$ cat src/rtl/client_mem_bridge_pkg.sv
// Shared definitions for the host-to-data-memory bridge: access sizes, command
// byte layout, FSM states and the size-to-byte-count helper.
package client_mem_bridge_pkg;

    localparam logic [1:0] SZ_NONE = 2'd0;
    localparam logic [1:0] SZ_BYTE = 2'd1;
    localparam logic [1:0] SZ_HALF = 2'd2;
    localparam logic [1:0] SZ_WORD = 2'd3;

    localparam int CMD_WR_BIT = 7;
    localparam int CMD_SZ_LSB = 0;
    localparam int CMD_SZ_MSB = 1;

    typedef enum logic [2:0] {
        ST_IDLE    = 3'd0,
        ST_ADDR    = 3'd1,
        ST_DATA    = 3'd2,
        ST_WR      = 3'd3,
        ST_RD_REQ  = 3'd4,
        ST_RD_WAIT = 3'd5,
        ST_SEND    = 3'd6,
        ST_RESP    = 3'd7
    } state_t;

    function automatic logic [2:0] size_to_bytes(input logic [1:0] size);
        case (size)
            SZ_BYTE: return 3'd1;
            SZ_HALF: return 3'd2;
            SZ_WORD: return 3'd4;
            default: return 3'd0;
        endcase
    endfunction

endpackage

$ cat src/rtl/client_mem_bridge_byte_shift_reg.sv
// 32-bit little-endian byte register: parallel load, indexed byte insert for
// assembly, and right shift by one byte for LSB-first serialisation.
module client_mem_bridge_byte_shift_reg
    import client_mem_bridge_pkg::*;
(
    input  logic        clk,
    input  logic        rst_n,
    input  logic        i_load,
    input  logic [31:0] i_load_data,
    input  logic        i_shift_in,
    input  logic [1:0]  i_idx,
    input  logic [7:0]  i_byte,
    input  logic        i_shift_out,
    output logic [31:0] o_data
);

    logic [31:0] r_data;

    // Load has priority over byte insert, which has priority over shift-out.
    always_ff @(posedge clk or negedge rst_n) begin
        if (!rst_n) begin
            r_data <= 32'h0000_0000;
        end else if (i_load) begin
            r_data <= i_load_data;
        end else if (i_shift_in) begin
            r_data[{i_idx, 3'b000} +: 8] <= i_byte;
        end else if (i_shift_out) begin
            r_data <= {8'h00, r_data[31:8]};
        end
    end

    assign o_data = r_data;

endmodule

$ cat src/rtl/client_mem_bridge.sv
// Byte-serial host command port: collects command/address/payload bytes, issues
// one single-cycle data-memory access and streams back read data or ack/nak.
module client_mem_bridge
    import client_mem_bridge_pkg::*;
#(
    parameter int         TIMEOUT_CYCLES = 1000,
    parameter logic [7:0] ACK_BYTE       = 8'h06,
    parameter logic [7:0] NAK_BYTE       = 8'h15
) (
    input  logic        Clk,
    input  logic        Rst,
    input  logic [7:0]  InData,
    input  logic        InValid,
    output logic        InReady,
    output logic [7:0]  OutData,
    output logic        OutValid,
    input  logic        OutReady,
    output logic [31:0] ClientMemAddr,
    output logic [31:0] ClientMemWrite,
    output logic [1:0]  CWDM,
    output logic [1:0]  CRDM,
    input  logic [31:0] ClientMemRead,
    output logic        Busy
);

    localparam int TW = $clog2(TIMEOUT_CYCLES + 1);

    state_t      r_state;
    logic        r_wr;
    logic [1:0]  r_size;
    logic [2:0]  r_cnt;
    logic [TW-1:0] r_tmo;
    logic [31:0] r_addr;
    logic        r_in_ready;
    logic        r_out_valid;
    logic [7:0]  r_out_data;
    logic [1:0]  r_cwdm;
    logic [1:0]  r_crdm;
    logic        r_busy;

    logic        w_in_xfer;
    logic        w_out_xfer;
    logic [2:0]  w_nbytes;
    logic        w_tmo_hit;
    logic [1:0]  w_cmd_size;
    logic [31:0] w_wd_data;
    logic [31:0] w_rd_data;
    logic [15:0] w_rd_unused;

    assign w_in_xfer  = InValid && r_in_ready;
    assign w_out_xfer = r_out_valid && OutReady;
    assign w_nbytes   = size_to_bytes(r_size);
    assign w_tmo_hit  = (r_tmo == TW'(TIMEOUT_CYCLES - 1));
    assign w_cmd_size = InData[CMD_SZ_MSB:CMD_SZ_LSB];
    assign w_rd_unused = {w_rd_data[31:16], w_rd_data[7:0]};

    // Write payload: cleared when a command is latched so unused upper bytes read 0.
    client_mem_bridge_byte_shift_reg u_wr_asm (
        .clk         (Clk),
        .rst_n       (Rst),
        .i_load      ((r_state == ST_IDLE) && w_in_xfer),
        .i_load_data (32'h0000_0000),
        .i_shift_in  ((r_state == ST_DATA) && w_in_xfer),
        .i_idx       (r_cnt[1:0]),
        .i_byte      (InData),
        .i_shift_out (1'b0),
        .o_data      (w_wd_data)
    );

    // Read data: OutData holds byte 0 while bits [15:8] are the next byte to send.
    client_mem_bridge_byte_shift_reg u_rd_ser (
        .clk         (Clk),
        .rst_n       (Rst),
        .i_load      (r_state == ST_RD_WAIT),
        .i_load_data (ClientMemRead),
        .i_shift_in  (1'b0),
        .i_idx       (2'd0),
        .i_byte      (8'h00),
        .i_shift_out ((r_state == ST_SEND) && w_out_xfer),
        .o_data      (w_rd_data)
    );

    // Command FSM; every handshake and strobe output is a register set on entry to its state.
    always_ff @(posedge Clk or negedge Rst) begin
        if (!Rst) begin
            r_state     <= ST_IDLE;
            r_wr        <= 1'b0;
            r_size      <= SZ_NONE;
            r_cnt       <= 3'd0;
            r_tmo       <= '0;
            r_addr      <= 32'h0000_0000;
            r_in_ready  <= 1'b1;
            r_out_valid <= 1'b0;
            r_out_data  <= 8'h00;
            r_cwdm      <= SZ_NONE;
            r_crdm      <= SZ_NONE;
            r_busy      <= 1'b0;
        end else begin
            case (r_state)
                ST_IDLE: begin
                    if (w_in_xfer) begin
                        r_wr   <= InData[CMD_WR_BIT];
                        r_size <= w_cmd_size;
                        r_cnt  <= 3'd0;
                        r_tmo  <= '0;
                        r_busy <= 1'b1;
                        if (w_cmd_size == SZ_NONE) begin
                            r_state     <= ST_RESP;
                            r_in_ready  <= 1'b0;
                            r_out_valid <= 1'b1;
                            r_out_data  <= NAK_BYTE;
                        end else begin
                            r_state <= ST_ADDR;
                        end
                    end
                end
                ST_ADDR: begin
                    if (w_in_xfer) begin
                        r_addr[{r_cnt[1:0], 3'b000} +: 8] <= InData;
                        r_tmo <= '0;
                        if (r_cnt == 3'd3) begin
                            r_cnt <= 3'd0;
                            if (r_wr) begin
                                r_state <= ST_DATA;
                            end else begin
                                r_state    <= ST_RD_REQ;
                                r_crdm     <= r_size;
                                r_in_ready <= 1'b0;
                            end
                        end else begin
                            r_cnt <= r_cnt + 3'd1;
                        end
                    end else if (w_tmo_hit) begin
                        r_state     <= ST_RESP;
                        r_in_ready  <= 1'b0;
                        r_out_valid <= 1'b1;
                        r_out_data  <= NAK_BYTE;
                    end else begin
                        r_tmo <= r_tmo + 1'b1;
                    end
                end
                ST_DATA: begin
                    if (w_in_xfer) begin
                        r_tmo <= '0;
                        if (r_cnt == (w_nbytes - 3'd1)) begin
                            r_cnt      <= 3'd0;
                            r_state    <= ST_WR;
                            r_cwdm     <= r_size;
                            r_in_ready <= 1'b0;
                        end else begin
                            r_cnt <= r_cnt + 3'd1;
                        end
                    end else if (w_tmo_hit) begin
                        r_state     <= ST_RESP;
                        r_in_ready  <= 1'b0;
                        r_out_valid <= 1'b1;
                        r_out_data  <= NAK_BYTE;
                    end else begin
                        r_tmo <= r_tmo + 1'b1;
                    end
                end
                ST_WR: begin
                    r_cwdm      <= SZ_NONE;
                    r_state     <= ST_RESP;
                    r_out_valid <= 1'b1;
                    r_out_data  <= ACK_BYTE;
                end
                ST_RD_REQ: begin
                    r_crdm  <= SZ_NONE;
                    r_state <= ST_RD_WAIT;
                end
                ST_RD_WAIT: begin
                    r_out_data  <= ClientMemRead[7:0];
                    r_out_valid <= 1'b1;
                    r_cnt       <= 3'd0;
                    r_state     <= ST_SEND;
                end
                ST_SEND: begin
                    if (w_out_xfer) begin
                        if (r_cnt == (w_nbytes - 3'd1)) begin
                            r_cnt       <= 3'd0;
                            r_state     <= ST_IDLE;
                            r_out_valid <= 1'b0;
                            r_in_ready  <= 1'b1;
                            r_busy      <= 1'b0;
                        end else begin
                            r_cnt      <= r_cnt + 3'd1;
                            r_out_data <= w_rd_data[15:8];
                        end
                    end
                end
                ST_RESP: begin
                    if (w_out_xfer) begin
                        r_state     <= ST_IDLE;
                        r_out_valid <= 1'b0;
                        r_in_ready  <= 1'b1;
                        r_busy      <= 1'b0;
                    end
                end
                default: begin
                    r_state     <= ST_IDLE;
                    r_in_ready  <= 1'b1;
                    r_out_valid <= 1'b0;
                    r_cwdm      <= SZ_NONE;
                    r_crdm      <= SZ_NONE;
                    r_busy      <= 1'b0;
                end
            endcase
        end
    end

    assign InReady        = r_in_ready;
    assign OutValid       = r_out_valid;
    assign OutData        = r_out_data;
    assign ClientMemAddr  = r_addr;
    assign ClientMemWrite = w_wd_data;
    assign CWDM           = r_cwdm;
    assign CRDM           = r_crdm;
    assign Busy           = r_busy;

endmodule

$ cat config.mk
export PLATFORM = sky130hd
export DESIGN_NAME = client_mem_bridge
export DESIGN_NICKNAME = d
export VERILOG_FILES = /design/src/rtl/client_mem_bridge_pkg.sv /design/src/rtl/client_mem_bridge_byte_shift_reg.sv /design/src/rtl/client_mem_bridge.sv
export SDC_FILE = /design/constraint.sdc
export NUM_CORES = 1
export LEC_CHECK = 0
export ABC_AREA = 1
export CORE_ASPECT_RATIO = 0.6
export CORE_MARGIN = 2
export CORE_UTILIZATION = 40
export DETAILED_ROUTE_END_ITERATION = 6
export PLACE_DENSITY_LB_ADDON = 0.08
export SLEW_MARGIN = 20
export SYNTH_ARGS = -nofsm -noshare
export SYNTH_HDL_FRONTEND = slang
export SYNTH_SLANG_ARGS = --single-unit
$ cat constraint.sdc
create_clock -name Clk -period 3.2 [get_ports Clk]
set_clock_uncertainty 0.05 [all_clocks]
set_input_delay 0.32 -clock Clk [delete_from_list [all_inputs] [get_ports Clk]]
set_output_delay 0.32 -clock Clk [all_outputs]
set_load 0.01 [all_outputs]
Word level (Yosys, flattened, before mapping)

Cells that the tools add are included.

Equality and inequality tests: 30
$add $sub $neg: 4
Reduce and logical (&&, ||, !) cells: 30
Multiplexer cells: 65
Shifts and indexed selects: 2

Operator list:

| kind                   | number |
|---|---|
| $mux 32                | 4 |
| $bwmux 32              | 2 |
| $mux 3                 | 17 |
| $mux 8                 | 6 |
| $pmux 8 s5             | 1 |
| $shift 8x7->32 const A | 1 |
| $shiftx 8x7->32        | 1 |
| $mux 10                | 3 |
| $pmux 3 s8             | 1 |
| $pmux 10 s2            | 1 |
| $reduce_bool 5->1      | 4 |
| $mux 1                 | 18 |
| $ne 2x2->1 const B     | 9 |
| $pmux 3 s5             | 1 |
| $eq 3x3->1 const B     | 4 |
| $add 10x1->10 const B  | 1 |
| $eq 10x10->1 const B   | 1 |
| $mux 2                 | 5 |
| $pmux 1 s5             | 2 |
| $reduce_and 5->1       | 2 |
| $reduce_bool 2->1      | 5 |
| $eq 3x2->1 const B     | 3 |
| $ne 3x3->1 const B     | 3 |
| $pmux 3 s3             | 1 |
| 23 further kinds       | 35 |

Logic and storage cells: 145
Bits of input ports: 44
Output and inout bits: 79
Flip-flop bits (word level): 130

Logic depth before layout (Yosys ltp)

Gate-level depths: netlist (run 1).

Depth after elaboration: 7
Depth in mapped cells: 12

Cells and area by module

Synthesis (run 1) repeated with hierarchy kept, for this count alone.

Cell total of the unflattened synthesis: 1164
Area total of the unflattened synthesis: 8229.1 µm²

Modules (own cells, without submodules):

| module                                       | area an instance (µm²) | instances | cells each | seq. area each (µm²) |
|---|---|---|---|---|
| client_mem_bridge                            | 3687.3                 | 1         | 480        | 1652.8 |
| client_mem_bridge_byte_shift_reg at u_rd_ser | 2287.2                 | 1         | 354        | 800.8 |
| client_mem_bridge_byte_shift_reg at u_wr_asm | 2254.7                 | 1         | 330        | 800.8 |

Least setup slack after synthesis (run 1)

Ideal clock, no wire load.

Path type: register to register
Start point: register r_cnt[0]
End point: register r_addr[13], in the netlist ClientMemAddr[13]
Path slack: 1.072 ns
Arrival time: 1.953 ns
Stages on the path, launching flop included: 10
Path buffers: 2
Required time: 3.025 ns
Cells stage by stage: dfrtp_1 > inv_1 > clkbuf_1 > ha_1 > inv_1 > nor2_1 > inv_1 > clkbuf_1 > nor3_1 > mux2_2

Word-level cells in the longest chain between the ends: 3

Ends and longest elaborated chain:

| item                                              | RTL line                 | source |
|---|---|---|
| start, declared                                   | client_mem_bridge.sv:31  | `logic [2:0] r_cnt;` |
| start signal, assigned                            | client_mem_bridge.sv:131 | `r_cnt <= r_cnt + 3'd1;` |
| start signal, assigned                            | client_mem_bridge.sv:151 | `r_cnt <= r_cnt + 3'd1;` |
| start signal, assigned                            | client_mem_bridge.sv:187 | `r_cnt <= r_cnt + 3'd1;` |
| $neg 5->7 (*)                                     | client_mem_bridge.sv:119 | `r_addr[{r_cnt[1:0], 3'b000} +: 8] <= InData;` |
| $shiftx 8x7->32 or $shift 8x7->32 (tied branches) | client_mem_bridge.sv:119 |  |
| $bwmux 32 (*)                                     | client_mem_bridge.sv:119 |  |
| end signal, assigned by index                     | client_mem_bridge.sv:119 |  |
| end, declared                                     | client_mem_bridge.sv:33  | `logic [31:0] r_addr;` |

Every way passes the cells marked *; elsewhere a longest branch is shown, timed or not.
A chain may end at the register's enable or synchronous reset.

Final worst setup path (run 1)

Start point: register r_cnt[0]
End point: register r_addr[17], in the netlist ClientMemAddr[17]

The elaborated chain is that of the path after synthesis.

==> results of run 1 <==
==> cell usage in the layout (no fill, tap or decap), types with 20 or more instances in the layout <==
cell               n
nand2_1          176
inv_1             63
nor2_1            45
clkdlybuf4s50_1  121
o21ai_1           20
o21ai_0           48
nand3_1           41
nor3_1            21
dfrtp_1          121
==> Yosys cell counts, types with 2 or more instances <==
library cell,n
inv_1,63
ha_1,9
clkbuf_1,5
a22oi_1,2
o21ai_1,20
nor3_1,21
nand4_1,9
nor2_2,6
nand2_2,5
nand3_1,41
nor2_4,7
nand2_1,176
a21oi_1,16
buf_4,2
o211ai_1,4
o31ai_1,3
o22ai_1,8
o21ai_0,48
nand3b_1,3
inv_2,13
o21a_1,7
a31oi_1,8
nor2_1,45
nor2_8,3
buf_2,8
dfrtp_1,121
mux2_2,17
==> path summary, 6_finish.rpt <==
check,cells after the start,endpoint,slack [ns],from
min in group Clk,3,u_rd_ser.o_data[24],0.41,ClientMemRead[24]
worst min-delay path,2,ClientMemAddr[10],0.39,Rst
max in group asynchronous,3,InReady,1.78,Rst
worst max-delay path,7,ClientMemAddr[17],0.71,r_cnt[0]
worst max register to register,7,ClientMemAddr[17],0.71,r_cnt[0]
worst min register to register,2,ClientMemAddr[2],0.42,ClientMemAddr[2]
==> cells by family (layout without fill, tap and decap cells) <==
kind of cell | Yosys count | in the layout
adders and majority gates | 9 | 9
xor gates and xnor gates | 2 | 2
and+or+nand+nor | 319 | 319
buffers and inverters | 92 | 237
AOI/OAI and AO/OA | 122 | 122
muxes | 17 | 17
DFF | 122 | 122
==> power groups by stage <==
stage	logic [mW]	clock network (mW)	registers, mW
6_report	0.131	2.01	1.56
3_3_place_gp	0.131	0	1.58
3_5_place_dp	0.132	0	1.59
5_1_grt	0.144	2.11	1.56
4_1_cts	0.133	2.04	1.56
2_1_floorplan	0.0168	0	1.59
==> worst max-delay path: cells and delay by family (launching register included) <==
kind / cells / cell delay [ns]
buffers and inverters: 3 / 0.79
DFF: 1 / 0.64
adders and majority gates: 1 / 0.41
muxes: 1 / 0.30
and+or+nand+nor: 2 / 0.18
==> final cells by class <==
cell class | count | area share
well taps | 198 | 0.0310
clock inverters | 14 | 0.0234
multi-input cells | 469 | 0.312
inverters | 76 | 0.0357
repair buffers | 129 | 0.161
flip-flops and latches | 122 | 0.383
clock buffers | 18 | 0.0538
==> sequential cells by signal, indices dropped and copies added, names as in the netlist, 3 cells and up <==
name,count
ClientMemAddr,32
u_wr_asm.o_data,32
u_rd_ser.o_data,24
r_tmo,10
OutData,8
r_cnt,3
r_state,3
==> routing by layer <==
layer / share of wire / vias to the layer above / wire length, µm
li1: - / 2527 / -
met3: 0.071 / 17 / 1170
met5: 0 / - / 0
met4: 0.010 / 0 / 167
met2: 0.38 / 178 / 6300
met1: 0.53 / 2471 / 8770
==> PnR_summary.wiki, run 1 <==
{| class="wikitable"
! Metric !! Value
|-
| Number of failing setup endpoints in the final timing report || 0
|-
| Shortest period the worst path allows || roughly 2.5 ns
|-
| Sum of internal, switching and leakage power || between 3 and 4 mW
|-
| Count of placed standard cells in the final layout, fillers left out || approximately 1000
|-
| Largest fanout of any net on the critical path || 16
|-
| DP Cell Count || around 1000
|-
| Most frequent cell on the critical path || inv_1
|-
| Post-placement worst setup slack || 0.759 ns
|-
| Sinks on the clock net || around 120
|-
| Horizontal die dimension || about 160 µm
|-
| Via count || between 5000 and 6000
|-
| Number of gates given a new drive strength after cts || 0
|-
| Largest family of logic cells by synthesized area || simple AND/OR/NAND/NOR gates
|-
| Switching power as a share of total power || 0.227
|-
| Slowest Stage Delay on Critical Path || between 0.6 and 0.7 ns
|-
| Met1 demand-to-capacity share in global routing || 0.344
|-
| Initial standard-cell utilization of the core || 0.409
|-
| Synthesized area || about 6000 µm²
|-
| RSZ-0062 raised after global routing || no
|-
| Top flip-flop cell by instance count after synthesis || dfrtp_1
|-
| Wire length of the first global-routing pass || 26.8 mm
|-
| Clock network power share || 0.544
|-
| Vias per Instance || slightly above 5
|-
| Cell area power density || approximately 460 nW/µm²
|-
| Top-level port count || 123
|-
| Count of distinct cell types in the synthesized netlist || 40
|-
| Synthesis warning total || 0
|-
| Total wire length after detailed routing || about 16 mm
|-
| Power share of the combinational group || 0.035
|-
| Per-instance average area after synthesis || roughly 8.7 µm²
|-
| Fin. max-slew vios || 0
|-
| Path category of the worst min-delay check || in -> async
|-
| Fin nets || around 870
|-
| Total half-perimeter wirelength after legalization and detailed placement || 12.1 mm
|-
| Remaining routing DRC violations || 0
|-
| Most area-hungry cell type in the Yosys netlist || dfrtp_1
|-
| Via count of the first global-routing pass || between 5000 and 6000
|-
| Worst Path Required || 3.44 ns
|-
| Static leakage || approximately 3.6 nW
|-
| Slew of the pin with the lowest slew margin || ~0.63 ns
|-
| Reported max-cap violation count || 0
|-
| Total die area || roughly 16000 µm²
|-
| Number of rows created at floorplan || 34
|-
| Setup CP Type || reg -> reg
|-
| Post-Place Cell Area || 7350 µm²
|-
| GRT Total Usage || 0.218
|-
| Total nets after synthesis || between 700 and 800
|-
| Synthesized instance count || 683
|-
| Smallest setup slack after layout || around 0.7 ns
|-
| Worst Path Arrival || ~2.7 ns
|-
| GR Overflow Total || 0
|-
| Critical path capture point type || register
|-
| Initial antenna violation count || 0
|-
| Fraction of the mapped netlist area in simple logic gates || 0.248
|-
| Compound-gate portion of the synthesized area || 0.119
|-
| Largest cells by area after synthesis || dfrtp_1, nand2_1, o21ai_0, inv_1, nand3_1
|-
| Max-slew headroom at the worst pin || 0.582
|-
| Sequential fraction of the synthesis area || 0.516
|-
| Bufs on Longest Clock Path || 2
|-
| Adder-cell share of the synthesized area || 0.0190
|-
| Placeable core area || around 14000 µm²
|-
| Drt pass-1 iters || 5
|-
| GR Util met3 || 0.0607
|-
| Fraction of final layout cells sized beyond drive strength 1 || 0.116
|-
| Vertical extent of the die || slightly below 100 µm
|-
| Synthesized flop and latch total || between 100 and 150
|-
| Asr flop ratio synth || 1.00
|-
| Clock transition at the register clock pins on the worst setup and hold paths after CTS || 0.06 ns
|-
| Pin count of the biggest net entering global routing || 50
|-
| CP Launch Type || register
|-
| Postcts setup bufs || 0
|-
| Int Pwr || between 2 and 3 mW
|-
| Signed area change from the synthesized netlist to the final layout || 34.9%
|-
| Clock insertion delay at the later pin of the skew report || 0.41 ns
|-
| Count of antenna-violating nets left after detailed routing || 0
|-
| GP Congestion || about 0.86
|-
| Worst vdd ir || roughly 0.32 mV
|-
| Max Freq || between 0.4 and 0.5 GHz
|-
| Share of the synthesized netlist area taken by xor and xnor gates || 0.00296
|-
| Accumulated negative setup slack || 0 ns
|-
| Most used routing layer in global routing || met1
|-
| Crit path max-delay cell type || dfrtp_1
|-
| Count of routing violations after the opening detailed-route iteration || ~350
|-
| Fin Hold WS || between 0.3 and 0.4 ns
|-
| Post-CTS Hold Buffers || 1
|-
| Count of flip-flops with a built-in enable after synthesis || 0
|-
| Power share of the sequential group || 0.421
|-
| Average wire per standard cell || approximately 16 µm
|-
| Number of antenna cells inserted || 0
|-
| Result of the run || complete, no violations
|-
| Clock tree from TritonCTS || built
|-
| Post-route clock period utilization || 0.779
|-
| NetSw || ~840 µW
|-
| Post-Route Utilization || 0.552
|-
| Mux contribution to synthesized area || 0.0324
|-
| Number of filler cells placed in the layout || approximately 1300
|-
| Number of I/O port buffers || between 100 and 150
|-
| Root Buffer || clkbuf_16
|-
| Fin. Hold Viols || 0
|-
| GR met2 Demand/Resource || 0.282
|-
| Multi-input gate area || ~2500 µm²
|-
| Cell breakdown of the critical path || inv_1 > ha_1 > inv_1 > nor2_1 > inv_1 > nor3_1 > mux2_2
|-
| Final instance area || 7980 µm²
|-
| Area share of the leading cell type in the synthesized netlist || 0.512
|-
| Total clock buffers created by CTS || 17
|-
| Htree depth || 4
|-
| FF+latch area || about 3000 µm²
|}
Note: power is estimated with default switching activity, not from simulation.
==> inputs of run 2 (changes only) <==
clock period = 2.04 ns   (was 3.2 ns; I/O delays follow)
==> run 2 against run 1 <==
Effect of this change: via count up 1.2%; clock-buffer cell count grew 1; clock power rose by 46%; core utilization is 1.4 points higher; sequential cell count unchanged; fmax grew 31%; critical path depth increased by 4; worst hold slack got worse by 0.17 ns; global-route usage up 0.14 points; critical path type unchanged; critical endpoint is now r_state[2].
==> PnR_summary.wiki, run 2 (synthesis results as in run 1) <==
{| class="wikitable"
! Metric !! Value
|-
| Result of the run || complete, no violations (unchanged)
|-
| Max-slew headroom at the worst pin || 0.666 (was 0.582)
|-
| Vertical extent of the die || 98.2 µm (unchanged)
|-
| Critical path capture point type || register (unchanged)
|-
| Bufs on Longest Clock Path || 2 (unchanged)
|-
| Number of rows created at floorplan || 34 (unchanged)
|-
| Number of failing setup endpoints in the final timing report || 0 (unchanged)
|-
| Buffers & Inverters on Critical Path || 3 (unchanged)
|-
| Total half-perimeter wirelength after legalization and detailed placement || 12.4 mm (was 12.1 mm)
|-
| DP Cell Count || 1016 (was 993)
|-
| Top-level port count || 123 (unchanged)
|-
| Count of antenna-violating nets left after detailed routing || 0 (unchanged)
|-
| Initial standard-cell utilization of the core || 0.409 (unchanged)
|-
| Total die area || 15800 µm² (unchanged)
|-
| Fin nets || 893 (was 868)
|-
| Horizontal die dimension || 161 µm (unchanged)
|-
| Via count || 5256 (was 5193)
|-
| GR Overflow Total || 0 (unchanged)
|-
| Number of filler cells placed in the layout || 1329 (was 1335)
|-
| Count of placed standard cells in the final layout, fillers left out || 1051 (was 1026)
|-
| Placeable core area || 14500 µm² (unchanged)
|-
| Cell area power density || 684 nW/µm² (was 464 nW/µm²)
|-
| Pin count of the biggest net entering global routing || 44 (was 50)
|-
| Worst reg2reg setup slack || 0.14 ns (was 0.71 ns)
|-
| Clock transition at the register clock pins on the worst setup and hold paths after CTS || 0.07 ns (was 0.06 ns)
|-
| CP Launch Type || register (unchanged)
|-
| RSZ-0062 raised after global routing || yes (was no)
|-
| Vias per Instance || 5.00 (was 5.06)
|-
| GP Congestion || 0.878 (was 0.861)
|-
| Count of routing violations after the opening detailed-route iteration || 398 (was 349)
|-
| Worst vdd ir || 0.460 mV (was 0.316 mV)
|-
| Slowest Stage Delay on Critical Path || 0.38 ns (was 0.64 ns)
|-
| Top library cells by usage in the layout, fill and taps aside || nand2_1, clkdlybuf4s50_1, dfrtp_1, inv_1, o21ai_0 (was nand2_1, dfrtp_1, clkdlybuf4s50_1, inv_1, o21ai_0)
|-
| Max Freq || 0.527 GHz (was 0.401 GHz)
|-
| Total clock buffers created by CTS || 17 (unchanged)
|-
| Signed area change from the synthesized netlist to the final layout || 38.3% (was 34.9%)
|-
| Most common cell after layout, fill and taps aside || nand2_1 (unchanged)
|-
| Path category of the worst min-delay check || in -> async (unchanged)
|-
| Total wire length after detailed routing || 16.6 mm (was 16.4 mm)
|-
| Post-Route Utilization || 0.566 (was 0.552)
|-
| Fin. max-slew vios || 0 (unchanged)
|-
| Number of I/O port buffers || 122 (unchanged)
|-
| Fin Hold WS || 0.224 ns (was 0.393 ns)
|-
| Number of antenna cells inserted || 0 (unchanged)
|-
| Clock insertion delay at the later pin of the skew report || 0.41 ns (about the same)
|-
| Static leakage || 3.73 nW (was 3.61 nW)
|-
| Fraction of final layout cells sized beyond drive strength 1 || 0.148 (was 0.116)
|-
| Cell breakdown of the critical path || inv_2 > ha_1 > inv_1 > nand2_1 > nand2_1 > nand3_1 > buf_4 > nand2_1 > nand3_1 > nor2_4 > o21ai_0 (was inv_1 > ha_1 > inv_1 > nor2_1 > inv_1 > nor3_1 > mux2_2)
|-
| Crit path max-delay cell type || dfrtp_1 (unchanged)
|-
| Most frequent cell on the critical path || nand2_1 (was inv_1)
|-
| Largest fanout of any net on the critical path || 7 (was 16)
|-
| Clock tree from TritonCTS || built (unchanged)
|-
| GRT Total Usage || 0.219 (was 0.218)
|-
| Wire length of the first global-routing pass || 27.2 mm (was 26.8 mm)
|-
| Root Buffer || clkbuf_16 (unchanged)
|-
| Reported max-cap violation count || 0 (unchanged)
|-
| Post-route clock period utilization || 0.931 (was 0.779)
|-
| Setup CP Type || reg -> reg (unchanged)
|-
| Sum of internal, switching and leakage power || 5.60 mW (was 3.70 mW)
|-
| Slew of the pin with the lowest slew margin || 0.500 ns (was 0.627 ns)
|-
| Accumulated negative setup slack || 0 ns (unchanged)
|-
| Remaining routing DRC violations || 0 (unchanged)
|-
| Worst Path Required || 2.27 ns (was 3.44 ns)
|-
| Initial antenna violation count || 0 (unchanged)
|-
| Via count of the first global-routing pass || 5079 (was 5137)
|-
| Top cell family by delay on the critical path || simple AND/OR/NAND/NOR gates (was buffers and inverters)
|-
| Fin. Hold Viols || 0 (unchanged)
|-
| Worst Path Arrival || 2.13 ns (was 2.74 ns)
|-
| Average wire per standard cell || 15.8 µm (was 16.0 µm)
|-
| Shortest period the worst path allows || 1.90 ns (was 2.49 ns)
|-
| Drt pass-1 iters || 4 (was 5)
|-
| Htree depth || 4 (unchanged)
|-
| Sinks on the clock net || 122 (unchanged)
|}
run 2: changes by cell type in the layout (fill, tap and decap cells not counted), moves of 2 or more:
cell       previous run  this run
buf_4                 6        29
inv_6                 4         7
buf_12                1         3
bufinv_16             3         1
o21ai_0              48        46
run 2: through the flow:
stage / setup WS [ns] / area [µm²]
2_1_floorplan: 0.0407 / 5920
3_3_place_gp: 0.0294 / 7540
3_5_place_dp: 0.0709 / 7540
4_1_cts: 0.0829 / 8130
5_1_grt: -0.0140 / 8180
6_report: 0.141 / 8180
run 2: report_power, final:
group          switching (mW)  internal, mW
combinational           0.107         0.106
clock                    1.20          1.74
sequential            0.00636          2.44
run 2: per-layer routing:
layer / wire [µm] / track usage / vias to the layer above
met5: 0 / 0 / -
li1: - / - / 2578
met4: 136 / 0.0584 / 0
met1: 8910 / 0.353 / 2505
met2: 6480 / 0.287 / 159
met3: 1050 / 0.0514 / 14
run 2: area by class of cell:
type	count	area, µm²	share of cell area
clock buffer	19	443	0.0541
timing repair buffer	154	1500	0.183
clock inverter	13	133	0.0162
multi-input combinational	469	2520	0.308
tap	198	248	0.0303
sequential	122	3060	0.374
inverter	76	285	0.0349
run 2: final timing paths:
| path | startpoint | end | depth (start not counted) |
|---|---|---|---|
| worst max-delay path | r_size[0] | r_state[2] | 11 |
| worst min-delay path | Rst | u_wr_asm.o_data[9] | 2 |
| worst max register to register | r_size[0] | r_state[2] | 11 |
| worst min register to register | ClientMemAddr[2] | ClientMemAddr[2] | 2 |
| max in group asynchronous | Rst | InReady | 3 |
| min in group Clk | ClientMemRead[24] | u_rd_ser.o_data[24] | 3 |
run 2: repair_timing:
action,in CTS,in global routing
setup buffers,0,2
endpoints found under the setup margin,0,16
hold buffers,1,0
endpoints found under the hold margin,28,0
gates resized for setup,0,9
==> inputs of run 3 (changes only) <==
CORE_ASPECT_RATIO = unset   (was 0.6)
CORE_UTILIZATION = 47   (was 40)
==> run 3 against run 2 <==
Effect of this change: die area down 15%; worst hold slack worse by 0.037 ns; setup slack got worse by 0.048 ns; critical path type unchanged; critical endpoint is now u_wr_asm.o_data[14].
==> PnR_summary.wiki, run 3 (synthesis results as in run 1) <==
{| class="wikitable"
! Metric !! Value
|-
| Fin. max-slew vios || 0 (unchanged)
|-
| Slowest Stage Delay on Critical Path || 0.55 ns (was 0.38 ns)
|-
| GR Overflow Total || 0 (unchanged)
|-
| RSZ-0062 raised after global routing || yes (unchanged)
|-
| Sinks on the clock net || 122 (unchanged)
|-
| Total clock buffers created by CTS || 17 (unchanged)
|-
| Number of I/O port buffers || 122 (unchanged)
|-
| Total half-perimeter wirelength after legalization and detailed placement || 11.3 mm (was 12.4 mm)
|-
| Vertical extent of the die || 116 µm (was 98.2 µm)
|-
| Count of routing violations after the opening detailed-route iteration || 479 (was 398)
|-
| GRT Total Usage || 0.245 (was 0.219)
|-
| Remaining routing DRC violations || 0 (unchanged)
|-
| Path category of the worst min-delay check || in -> async (unchanged)
|-
| DP Cell Count || 981 (was 1016)
|-
| Initial standard-cell utilization of the core || 0.486 (was 0.409)
|-
| Drt pass-1 iters || 5 (was 4)
|-
| Max Freq || 0.514 GHz (was 0.527 GHz)
|-
| Htree depth || 4 (unchanged)
|-
| Top-level port count || 123 (unchanged)
|-
| Worst vdd ir || 0.529 mV (was 0.460 mV)
|-
| Number of failing setup endpoints in the final timing report || 0 (unchanged)
|-
| Average wire per standard cell || 15.4 µm (was 15.8 µm)
|-
| Count of antenna-violating nets left after detailed routing || 0 (unchanged)
|-
| Total wire length after detailed routing || 15.6 mm (was 16.6 mm)
|-
| GP Congestion || 0.896 (was 0.878)
|-
| CP Launch Type || register (unchanged)
|-
| Clock transition at the register clock pins on the worst setup and hold paths after CTS || 0.06 ns (was 0.07 ns)
|-
| Clock tree from TritonCTS || built (unchanged)
|-
| Initial antenna violation count || 0 (unchanged)
|-
| Fraction of final layout cells sized beyond drive strength 1 || 0.143 (was 0.148)
|-
| Top library cells by usage in the layout, fill and taps aside || nand2_1, dfrtp_1, clkdlybuf4s50_1, inv_1, o21ai_0 (was nand2_1, clkdlybuf4s50_1, dfrtp_1, inv_1, o21ai_0)
|-
| Postcts setup bufs || 0 (unchanged)
|-
| Result of the run || complete, no violations (unchanged)
|-
| Setup CP Type || reg -> reg (unchanged)
|-
| Slew of the pin with the lowest slew margin || 0.556 ns (was 0.500 ns)
|-
| Shortest period the worst path allows || 1.95 ns (was 1.90 ns)
|-
| Via count of the first global-routing pass || 5140 (was 5079)
|-
| Fin. Hold Viols || 0 (unchanged)
|-
| Total die area || 13500 µm² (was 15800 µm²)
|-
| Cell area power density || 702 nW/µm² (was 684 nW/µm²)
|-
| Clock insertion delay at the later pin of the skew report || 0.42 ns (was 0.41 ns)
|-
| Largest fanout of any net on the critical path || 9 (was 7)
|-
| Buffers & Inverters on Critical Path || 3 (unchanged)
|-
| Top cell family by delay on the critical path || simple AND/OR/NAND/NOR gates (unchanged)
|-
| Number of rows created at floorplan || 40 (was 34)
|-
| Final instance area || 8080 µm² (was 8180 µm²)
|-
| Root Buffer || clkbuf_16 (unchanged)
|-
| Cell breakdown of the critical path || nand2_1 > buf_4 > nor2_4 > inv_2 > nor2_4 > inv_2 > nor2_1 > nor2_1 (was inv_2 > ha_1 > inv_1 > nand2_1 > nand2_1 > nand3_1 > buf_4 > nand2_1 > nand3_1 > nor2_4 > o21ai_0)
|-
| Accumulated negative setup slack || 0 ns (unchanged)
|-
| Fin Hold WS || 0.187 ns (was 0.224 ns)
|-
| Pin count of the biggest net entering global routing || 50 (was 44)
|-
| Signed area change from the synthesized netlist to the final layout || 36.6% (was 38.3%)
|-
| Bufs on Longest Clock Path || 2 (unchanged)
|-
| Post-Place Cell Area || 7450 µm² (was 7540 µm²)
|-
| Static leakage || 3.69 nW (was 3.73 nW)
|-
| Number of antenna cells inserted || 0 (unchanged)
|-
| Crit path max-delay cell type || dfstp_2 (was dfrtp_1)
|-
| Reported max-cap violation count || 0 (unchanged)
|-
| Wire length of the first global-routing pass || 25.3 mm (was 27.2 mm)
|-
| Vias per Instance || 5.24 (was 5.00)
|-
| Critical path capture point type || register (unchanged)
|-
| Max-slew headroom at the worst pin || 0.628 (was 0.666)
|-
| Via count || 5315 (was 5256)
|-
| Horizontal die dimension || 116 µm (was 161 µm)
|-
| Worst Path Arrival || 2.20 ns (was 2.13 ns)
|-
| Most common cell after layout, fill and taps aside || nand2_1 (unchanged)
|-
| Post-route clock period utilization || 0.954 (was 0.931)
|-
| Placeable core area || 12200 µm² (was 14500 µm²)
|-
| Worst Path Required || 2.30 ns (was 2.27 ns)
|-
| Sum of internal, switching and leakage power || 5.67 mW (was 5.60 mW)
|-
| Count of placed standard cells in the final layout, fillers left out || 1014 (was 1051)
|-
| Fin nets || 886 (was 893)
|}
[run 3: cell count changes in the layout (fill, tap and decap cells not counted), sizes merged]
cell      previous run  this run
clkinv               3         4
clkinvlp             2         3
bufinv               1         2
inv                 83        80
buf                 32        25
[run 3: final timing paths]
path | to | cells after the start | start | slack [ns]
max | u_wr_asm.o_data[14] | 8 | InReady | 0.09
min | ClientMemAddr[2] | 2 | Rst | 0.19
max reg2reg | u_wr_asm.o_data[14] | 8 | InReady | 0.09
min reg2reg | CRDM[0] | 2 | CRDM[0] | 0.44
max in group asynchronous | InReady | 3 | Rst | 1.06
min in group Clk | u_rd_ser.o_data[30] | 3 | ClientMemRead[30] | 0.29
[run 3: power by group]
part / internal [mW] / total, mW / switching (mW) / leakage (nW)
Combinational: 0.105 / 0.209 / 0.104 / 1.87
Clock: 1.87 / 3.02 / 1.15 / 0.287
Sequential: 2.44 / 2.44 / 0.00715 / 1.54
Total: 4.41 / 5.67 / 1.26 / 3.69
[run 3: final cells by class]
cell class,count,area (µm²)
Sequential cell,122,3050
Tap cell,168,210
Fill cell,1000,4080
Multi-Input combinational cell,469,2510
Timing Repair Buffer,147,1420
Clock buffer,19,453
Inverter,76,285
Clock inverter,13,141
[run 3: timing repair]
action / CTS / global route
hold buffers: 1 / 0
endpoints found under the setup margin: 0 / 50
resized for setup: 0 / 7
hold endpoints to repair: 22 / 0
[run 3: through the flow]
stage	setup slack, ns	util
6_report	0.0936	0.664
5_1_grt	-0.0119	0.664
4_1_cts	0.0604	0.662
3_5_place_dp	-0.00319	0.613
3_3_place_gp	0.0348	0.613
2_1_floorplan	0.0407	-
[run 3: worst reg2reg max path, stage by stage, from the launching register on]
cell,delay [ns]
dfstp_2,0.55
nand2_1,0.13
buf_4,0.21
nor2_4,0.22
inv_2,0.14
nor2_4,0.23
inv_2,0.13
nor2_1,0.12
nor2_1,0.06
[run 3: metal layers]
| layer | global-route usage | wire [µm] | vias to the layer above |
|---|---|---|---|
| met5 | 0 | 0 | - |
| met4 | 0.0722 | 174 | 0 |
| met3 | 0.0612 | 865 | 15 |
| met2 | 0.365 | 7080 | 173 |
| met1 | 0.356 | 7510 | 2572 |
| li1 | - | - | 2555 |
